===== src/rtl/ssd_scan_ctrl.sv =====
// Time-multiplexed scan controller for an N-digit common-anode seven-segment display.
// Walks one digit per slot with anti-ghost blanking, leading-zero suppression, blink and tear-free updates.
module ssd_scan_ctrl #(
  parameter int N_DIGITS  = 4,
  parameter int SCAN_DIV  = 100000,
  parameter int BLANK_CYC = 1000,
  parameter int BLINK_DIV = 50
) (
  input  logic                    clk,
  input  logic                    rst,
  input  logic                    enable,
  input  logic [4*N_DIGITS-1:0]   digits_in,
  input  logic                    upd_req,
  output logic                    upd_ack,
  input  logic [N_DIGITS-1:0]     blink_mask,
  input  logic                    lz_suppress,
  output logic [3:0]              ssd_bcd,
  output logic [N_DIGITS-1:0]     ssd_an,
  output logic                    frame_tick
);

  localparam int SLOT_W = (SCAN_DIV > 1) ? $clog2(SCAN_DIV) : 1;
  localparam int IDX_W  = (N_DIGITS > 1) ? $clog2(N_DIGITS) : 1;
  localparam int BLK_W  = (BLINK_DIV > 1) ? $clog2(BLINK_DIV) : 1;

  localparam logic [SLOT_W-1:0] SLOT_LAST  = SLOT_W'(SCAN_DIV - 1);
  localparam logic [SLOT_W-1:0] SLOT_BLANK = SLOT_W'(BLANK_CYC);
  localparam logic [IDX_W-1:0]  IDX_LAST   = IDX_W'(N_DIGITS - 1);
  localparam logic [BLK_W-1:0]  BLK_LAST   = BLK_W'(BLINK_DIV - 1);

  logic [SLOT_W-1:0]     slot_cnt;
  logic [IDX_W-1:0]      digit_idx;
  logic [BLK_W-1:0]      blink_cnt;
  logic                  blink_phase;
  logic [4*N_DIGITS-1:0] shadow;

  logic                  slot_wrap;
  logic                  fb;
  logic                  in_blank;
  logic                  zero_run;
  logic [N_DIGITS-1:0]   lz_blank;
  logic [N_DIGITS-1:0]   an_sel;
  logic [3:0]            eff_code;

  assign slot_wrap = (slot_cnt == SLOT_LAST);
  assign fb        = slot_wrap && (digit_idx == IDX_LAST);
  assign in_blank  = (slot_cnt < SLOT_BLANK);

  // A digit is a leading zero when it and every more significant digit are zero.
  always_comb begin
    zero_run = 1'b1;
    lz_blank = '0;
    for (int i = N_DIGITS - 1; i >= 0; i--) begin
      zero_run    = zero_run & (shadow[4*i +: 4] == 4'd0);
      lz_blank[i] = lz_suppress & zero_run & (i != 0);
    end
  end

  always_comb begin
    eff_code = 4'd15;
    an_sel   = '1;
    for (int i = 0; i < N_DIGITS; i++) begin
      if (digit_idx == IDX_W'(i)) begin
        an_sel[i] = 1'b0;
        if (blink_mask[i] && blink_phase)
          eff_code = 4'd15;
        else if (lz_blank[i])
          eff_code = 4'd15;
        else
          eff_code = shadow[4*i +: 4];
      end
    end
  end

  // Update handshake: upd_req is a level request that must hold with digits_in stable;
  // the shadow is loaded on a frame boundary (or any edge while disabled) and upd_ack
  // pulses the following cycle to say that load happened.
  always_ff @(posedge clk or posedge rst) begin
    if (rst) begin
      slot_cnt    <= '0;
      digit_idx   <= '0;
      blink_cnt   <= '0;
      blink_phase <= 1'b0;
      shadow      <= '1;
      ssd_bcd     <= 4'd15;
      ssd_an      <= '1;
      upd_ack     <= 1'b0;
      frame_tick  <= 1'b0;
    end else if (!enable) begin
      slot_cnt   <= '0;
      digit_idx  <= '0;
      ssd_bcd    <= 4'd15;
      ssd_an     <= '1;
      frame_tick <= 1'b0;
      upd_ack    <= upd_req;
      if (upd_req)
        shadow <= digits_in;
    end else begin
      slot_cnt <= slot_wrap ? '0 : slot_cnt + SLOT_W'(1);
      if (slot_wrap)
        digit_idx <= (digit_idx == IDX_LAST) ? '0 : digit_idx + IDX_W'(1);
      frame_tick <= fb;
      upd_ack    <= fb && upd_req;
      if (fb && upd_req)
        shadow <= digits_in;
      if (fb) begin
        if (blink_cnt == BLK_LAST) begin
          blink_cnt   <= '0;
          blink_phase <= ~blink_phase;
        end else begin
          blink_cnt <= blink_cnt + BLK_W'(1);
        end
      end
      // Anodes stay dark at the start of each slot so the previous digit cannot ghost.
      if (in_blank) begin
        ssd_an  <= '1;
        ssd_bcd <= 4'd15;
      end else begin
        ssd_an  <= an_sel;
        ssd_bcd <= eff_code;
      end
    end
  end

endmodule


===== config.mk =====
export PLATFORM = sky130hd
export DESIGN_NAME = ssd_scan_ctrl
export DESIGN_NICKNAME = d
export VERILOG_FILES = /design/src/rtl/ssd_scan_ctrl.sv
export SDC_FILE = /design/constraint.sdc
export NUM_CORES = 1
export LEC_CHECK = 0
export CAP_MARGIN = 15
export CORE_MARGIN = 2
export CORE_UTILIZATION = 37
export CTS_CLUSTER_DIAMETER = 120
export DETAILED_ROUTE_END_ITERATION = 10
export GPL_TIMING_DRIVEN = 0
export PLACE_DENSITY_LB_ADDON = 0.12
export SETUP_SLACK_MARGIN = 0.15
export SLEW_MARGIN = 20
export SYNTH_ARGS = -nofsm -noshare
export SYNTH_HDL_FRONTEND = slang
export SYNTH_SLANG_ARGS = --single-unit
export TNS_END_PERCENT = 100

===== constraint.sdc =====
create_clock -name clk -period 2.15 [get_ports clk]
set_clock_uncertainty 0.2 [all_clocks]
set_input_delay 0.43 -clock clk [delete_from_list [all_inputs] [get_ports clk]]
set_output_delay 0.43 -clock clk [all_outputs]
set_load 0.01 [all_outputs]

==> results of run 1 <==
placed cells by master (no fill, tap or decap), drive strengths merged, types with 2 or more instances in the layout:
cell type      netlist  layout
and2                 3       3
nor2                22      22
or3                  3       3
a21boi               2       2
nor4                 6       6
nor2b                2       2
mux2                18      18
o31ai                2       2
and4                 3       3
dlymetal6s2s         0       6
dfrtp               28      28
xnor2                8       8
and3                 4       4
nand4                4       4
xor2                 8       8
o22ai                4       4
nor3                 2       2
a21oi                5       5
inv                 13      13
o21ai                7       7
dfstp               24      24
clkbuf               2       9
dlygate4sd2          0       2
nand3               14      14
nand2               31      31
o32a                 3       3
clkdlybuf4s50        0      25
buf                  5      24
ha                   7       7
worst max-delay path by stage:
stage	start	endpoint	slack, ns	depth (start not counted)
after detailed placement	slot_cnt[14]$_DFF_PP0_	shadow[15]$_DFFE_PP1P_	-0.16	6
after global routing	slot_cnt[6]$_DFF_PP0_	blink_cnt[1]$_DFFE_PP0P_	-0.07	6
after floorplan	slot_cnt[0]$_DFF_PP0_	blink_cnt[1]$_DFFE_PP0P_	0.09	8
after CTS	slot_cnt[11]$_DFF_PP0_	blink_cnt[1]$_DFFE_PP0P_	-0.01	6
final	slot_cnt[6]$_DFF_PP0_	blink_cnt[1]$_DFFE_PP0P_	0.003	6
after global placement	rst	slot_cnt[8]$_DFF_PP0_	-0.81	2
repair_timing:
item / in CTS / in global routing
cloned: 0 / 1
pin swaps: 5 / 7
gates resized for setup: 33 / 29
buffers inserted: 10 / 8
endpoints found under the setup margin: 39 / 46
endpoints found under the hold margin: 0 / 0
critical path: stages, from the launching register on:
cell	delay, ns
dfrtp_2	0.47
nor4bb_4	0.38
nand3_4	0.13
or3_4	0.39
buf_6	0.13
or3_1	0.30
o21ai_1	0.08
layout make-up:
| class | count | area [sq um] | share of cell area |
|---|---|---|---|
| timing repair buffer | 52 | 536 | 0.153 |
| clock buffer | 7 | 97.6 | 0.0278 |
| buffer | 7 | 71.3 | 0.0203 |
| multi-input combinational | 166 | 1310 | 0.373 |
| sequential | 52 | 1340 | 0.382 |
| tap | 80 | 100 | 0.0286 |
| clock inverter | 1 | 5.00 | 0.00143 |
| inverter | 13 | 51.3 | 0.0146 |
cells in the mapped netlist (all sizes together):
library cell | n | area [sq um]
nor2 | 22 | 82.6
nand3b | 1 | 7.51
o211ai | 1 | 7.51
nor4 | 6 | 52.6
xnor2 | 8 | 70.1
nand3 | 14 | 82.6
o32a | 3 | 30.0
ha | 7 | 87.6
nor3 | 2 | 10.0
o21ai | 7 | 46.3
o21a | 1 | 7.51
clkbuf | 2 | 7.51
a31oi | 1 | 6.26
and4 | 3 | 26.3
a21oi | 5 | 25.0
o22ai | 4 | 25.0
and3 | 4 | 25.0
mux2 | 18 | 203
nor4bb | 1 | 10.0
dfrtp | 28 | 701
a21boi | 2 | 15.0
xor2 | 8 | 70.1
nand4b | 1 | 15.0
and2 | 3 | 18.8
buf | 5 | 30.0
nand2b | 1 | 6.26
nor2b | 2 | 12.5
nand2 | 31 | 116
nand4 | 4 | 25.0
inv | 13 | 48.8
o31ai | 2 | 15.0
dfstp | 24 | 631
or3 | 3 | 18.8
or2 | 1 | 6.26
layer usage:
metal / GRT usage / wire length [um] / vias to the layer above
li1: - / - / 942
met1: 0.226 / 2710 / 964
met2: 0.231 / 2570 / 29
met3: 0.0322 / 180 / 5
met4: 0.0341 / 52 / 0
met5: 0 / 0 / -
registers in the layout (all words and copies together) (netlist names):
signal       cells
shadow          16
blink_phase      1
ssd_bcd          4
digit_idx        2
slot_cnt        17
frame_tick       1
blink_cnt        6
ssd_an           4
upd_ack          1
cell families after synthesis:
family          count (synthesis)  synth area share
simple gates                   99             0.203
flops                          52             0.524
compound gates                 26            0.0699
buf+inv                        20            0.0340
mux                            18            0.0798
xor+xnor                       16            0.0551
fa+ha+maj                       7            0.0345
power groups by stage:
stage | logic (uW) | clock network, uW | registers (uW)
after CTS | 242 | 643 | 1130
final | 251 | 627 | 1140
after global routing | 274 | 677 | 1150
after floorplan | 119 | 0 | 1130
after detailed placement | 190 | 0 | 1150
after global placement | 188 | 0 | 1150
stage by stage:
stage / cell area [sq um] / utilization
final: 3510 / 0.522
after global routing: 3510 / 0.522
after CTS: 3340 / 0.497
after detailed placement: 3020 / 0.449
after global placement: 3020 / 0.449
after floorplan: 2590 / -
==> impl_metrics.py, run 1 <==
metrics = {
    "synthesis": {
        "syn-cell-area_sq_um": 2540,
        "syn-mean-instance-area_sq_um": 10.7,
        "syn_inst": 238,
        "ys_types": 39,
        "ys_seq_elements": 52,
        "seq_area_frac_synth": 0.524,
        "ys_warn_count": 0,
        "syn_nets": 270,
    },
    "critical_path": {
        "r2r_setup_slack_ns": 0.003,
        "critPathKind": "flop to flop",
        "crit_fanout": 6,
        "reg2reg_to": "blink_cnt[1]$_DFFE_PP0P_",
        "reg2reg_depth": 6,
        "cp-end-kind": "flop",
        "critical_path_required_ns": 2.19,
        "startpoint_type": "flop",
        "r2r_start": "slot_cnt[6]$_DFF_PP0_",
        "worstPathArrival_ns": 2.19,
    },
    "sta": {
        "slew_headroom": 0.584,
        "fin_crit_ns": 2.15,
        "setup_viol_count_final": 0,
        "worst_hold_slack_ns": 0.233,
        "setup_ws_ns": 0.00264,
        "post-route-period-util": 0.999,
        "final.setup.tns_ns": 0,
        "max_freq_mhz": 466,
        "hold_viol": 0,
        "tightest_slew_ns": 0.623,
        "rsz0062_at_grt": "true",
        "drv_slew": 0,
    },
    "floorplan": {
        "die_x_um": 86.9,
        "die-area_sq_um": 7550,
        "die_h_um": 86.9,
        "start_util": 0.378,
        "boundaryPins": 35,
        "core_sq_um": 6720,
        "std_cell_rows": 30,
    },
    "power": {
        "p_int_uw": 1540,
        "combPwrFrac": 0.124,
        "leakage_uw": 0.00149,
        "power.share.sequential": 0.565,
        "swShare": 0.234,
        "p_per_area_nw_per_um2": 575,
        "power.share.clock": 0.311,
        "p_total_uw": 2020,
        "p_sw_uw": 471,
        "vdd_drop_max_v": 0.000425,
    },
    "final_layout": {
        "final_cells": 378,
        "syn2layout_area_growth_pct": 38.0,
        "layout.nets": 329,
        "antenna_cells": 0,
        "drive_above_1_share": 0.332,
        "fillerInstances": 620,
    },
    "grt": {
        "grt_max_degree": 53,
        "overflow": 0,
        "antenna_found_initial": 0,
        "grt.total_usage": 0.153,
        "grt_pass1_vias": 1847,
        "grt_pass1_wl_mm": 9.05,
    },
    "hold_path": {
        "whs_endpoint": "ssd_an[3]$_DFF_PP1_",
        "min_path_cells": 2,
        "holdCritPathClass": "primary input to flop",
        "hold_start": "enable",
    },
    "routing": {
        "drt-total-wl_mm": 5.51,
        "vias": 1940,
        "drc_errors": 0,
        "dr.pass1.iters": 4,
        "drt-wirelength-per-cell_um": 14.6,
        "ant_nets": 0,
        "drt-initial-drc-count": 61,
        "avgViaCountPerCell": 5.13,
    },
    "cts": {
        "path_clk_slew_ns": 0.10,
        "htree_levels": 2,
        "cts-root-buf": "clkbuf_8",
        "clock_path_buffers": 2,
        "cts_tree": "built",
        "clk_latency_ns": 0.31,
        "cts_sinks": 52,
        "postCtsHoldBufs": 0,
        "numCtsBuffers": 5,
    },
    "status": {
        "status": "complete, no violations",
    },
    "placed_design": {
        "post-place-ws_ns": -0.158,
        "gp_congestion": 0.802,
        "placed_cells": 351,
        "portBuffers": 33,
        "dp_hpwl_mm": 3.65,
    },
    "run": {
        "maxCapViolCount": 0,
    },
}
No activity file was read; power rests on OpenSTA's default activity.
==> run 2, diff against run 1 <==
SETUP_SLACK_MARGIN = unset   (was 0.15)
clock period = 2.6 ns   (was 2.15 ns; I/O delays follow)
==> run 2 against run 1 <==
Effect of this change:
- sequential cell count stayed put
- first-iteration DRC count rose by 31%
- register-to-register slack better by 0.16 ns
- setup slack improved by 0.16 ns
- clock-buffer cell count up 1
- sequential share of layout area increased by 5.3 points
- global-route usage decreased by 1.8 points
==> impl_metrics.py, run 2 (synthesis gave the netlist of run 1 again) <==
metrics = {
    "status": {
        "status": "complete, no violations",
    },
    "sta": {
        "setup_viol_count_final": 0,
        "slew_headroom": 0.573,
        "max_freq_mhz": 410,
        "drv_slew": 0,
        "rsz0062_at_grt": "false",
        "hold_viol": 0,
        "post-route-period-util": 0.939,
        "tightest_slew_ns": 0.635,
        "setup_ws_ns": 0.158,
        "fin_crit_ns": 2.44,
    },
    "critical_path": {
        "crit_chain": "ha_1 -> and4_1 -> buf_2 -> nand3_1 -> o21ai_4 -> nand3_4 -> buf_6 -> mux2_2",
        "critPathSlowestCell": "dfrtp_1",
        "slowest_delay_ns": 0.40,
        "r2r_setup_slack_ns": 0.16,
        "crit_fanout": 10,
        "critical_path_required_ns": 2.62,
        "critPathKind": "flop to flop",
        "startpoint_type": "flop",
        "cp-end-kind": "flop",
        "worstPathArrival_ns": 2.46,
    },
    "cts": {
        "cts-root-buf": "clkbuf_8",
        "path_clk_slew_ns": 0.09,
        "clock_path_buffers": 2,
        "post-cts-setup-buffers": 0,
        "numCtsBuffers": 5,
        "cts_tree": "built",
        "postCtsHoldBufs": 0,
        "clk_latency_ns": 0.29,
        "cts_sinks": 52,
        "htree_levels": 2,
        "ctsResizeCount": 0,
    },
    "power": {
        "p_total_uw": 1550,
        "p_per_area_nw_per_um2": 505,
        "leakage_uw": 0.00128,
        "vdd_drop_max_v": 0.000264,
    },
    "routing": {
        "drc_errors": 0,
        "avgViaCountPerCell": 4.92,
        "drt-total-wl_mm": 4.80,
        "drt-wirelength-per-cell_um": 13.4,
        "drt-initial-drc-count": 80,
        "vias": 1766,
        "dr.pass1.iters": 4,
        "ant_nets": 0,
    },
    "floorplan": {
        "start_util": 0.378,
        "die-area_sq_um": 7550,
        "boundaryPins": 35,
        "std_cell_rows": 30,
        "die_x_um": 86.9,
        "core_sq_um": 6720,
        "die_h_um": 86.9,
    },
    "grt": {
        "grt_max_degree": 53,
        "overflow": 0,
        "grt.total_usage": 0.134,
        "grt_pass1_wl_mm": 7.96,
        "antenna_found_initial": 0,
        "grt_pass1_vias": 1655,
    },
    "final_layout": {
        "final_util": 0.456,
        "reg.largest.list": "slot_cnt (17), shadow (16), blink_cnt (6)",
        "syn2layout_area_growth_pct": 20.6,
        "regMostFlops": "slot_cnt",
        "final_area_sq_um": 3060,
        "antenna_cells": 0,
        "drive_above_1_share": 0.208,
        "largest_reg_flops": 17,
        "layout.nets": 310,
        "layout_common_cells": "clkdlybuf4s50_1, nand2_1, dfrtp_1",
        "final_common_cell": "clkdlybuf4s50_1",
    },
    "placed_design": {
        "dpl-instance-area_sq_um": 2970,
        "gp_congestion": 0.789,
        "portBuffers": 33,
        "post-place-ws_ns": 0.123,
        "dp_hpwl_mm": 3.49,
    },
    "hold_path": {
        "holdCritPathClass": "flop to flop",
    },
    "run": {
        "maxCapViolCount": 0,
    },
}
run 2: changes by cell type in the layout (fill, tap and decap cells not counted), moves of 5 or more:
cell / delta
buf_4: -14
clkdlybuf4s50_1: +8
dfrtp_1: +5
dfrtp_2: -5
dlymetal6s2s_1: -6
mux2_2: +16
mux2_4: -16
run 2: area by class of cell:
cell class,count,area [sq um]
Buffer,7,37.5
Clock buffer,8,90.1
Fill cell,655,3650
Inverter,13,51.3
Multi-Input combinational cell,166,1120
Sequential cell,52,1330
Tap cell,80,100
Timing Repair Buffer,33,330
run 2: critical path: cells and delay by family (launching register included):
kind / cells / cell delay [ns]
buffers and inverters: 2 / 0.39
flip-flops: 1 / 0.40
AND/OR/NAND/NOR: 3 / 0.56
AO/OA/AOI/OAI: 1 / 0.32
multiplexers: 1 / 0.27
adder cells (fa/ha/maj): 1 / 0.23
run 2: per-stage QoR:
step	cells	hold slack, ns	TNS (ns)
after detailed placement	351	0.266	0
after global routing	359	0.304	0
after floorplan	238	0.238	0
final	359	0.275	0
after global placement	351	0.267	-12.88
after CTS	359	0.282	0
run 2: path summary, 6_finish.rpt:
check                                              start                        to  cells past startpoint
worst min register to register  blink_cnt[5]$_DFFE_PP0P_  blink_cnt[5]$_DFFE_PP0P_                      1
worst max-delay path               slot_cnt[0]$_DFF_PP0_     shadow[0]$_DFFE_PP1P_                      8
min in group asynchronous                            rst      frame_tick$_DFF_PP0_                      2
worst min-delay path            blink_cnt[5]$_DFFE_PP0P_  blink_cnt[5]$_DFFE_PP0P_                      1
max in group asynchronous                            rst  digit_idx[1]$_DFFE_PP0P_                      2
worst max register to register     slot_cnt[0]$_DFF_PP0_     shadow[0]$_DFFE_PP1P_                      8
run 2: per-layer routing:
metal	GRT usage	routed length [um]	up-vias
met5	0	0	-
met4	0.0256	18	0
met3	0.0294	215	2
met2	0.193	2120	35
met1	0.208	2440	832
li1	-	-	897
run 2: report_power, final:
part	switching [uW]	leakage [uW]	internal [uW]
logic	64.1	0.000595	89.6
clock network	242	0.0000455	218
registers	38.5	0.000635	896
total	345	0.00128	1200
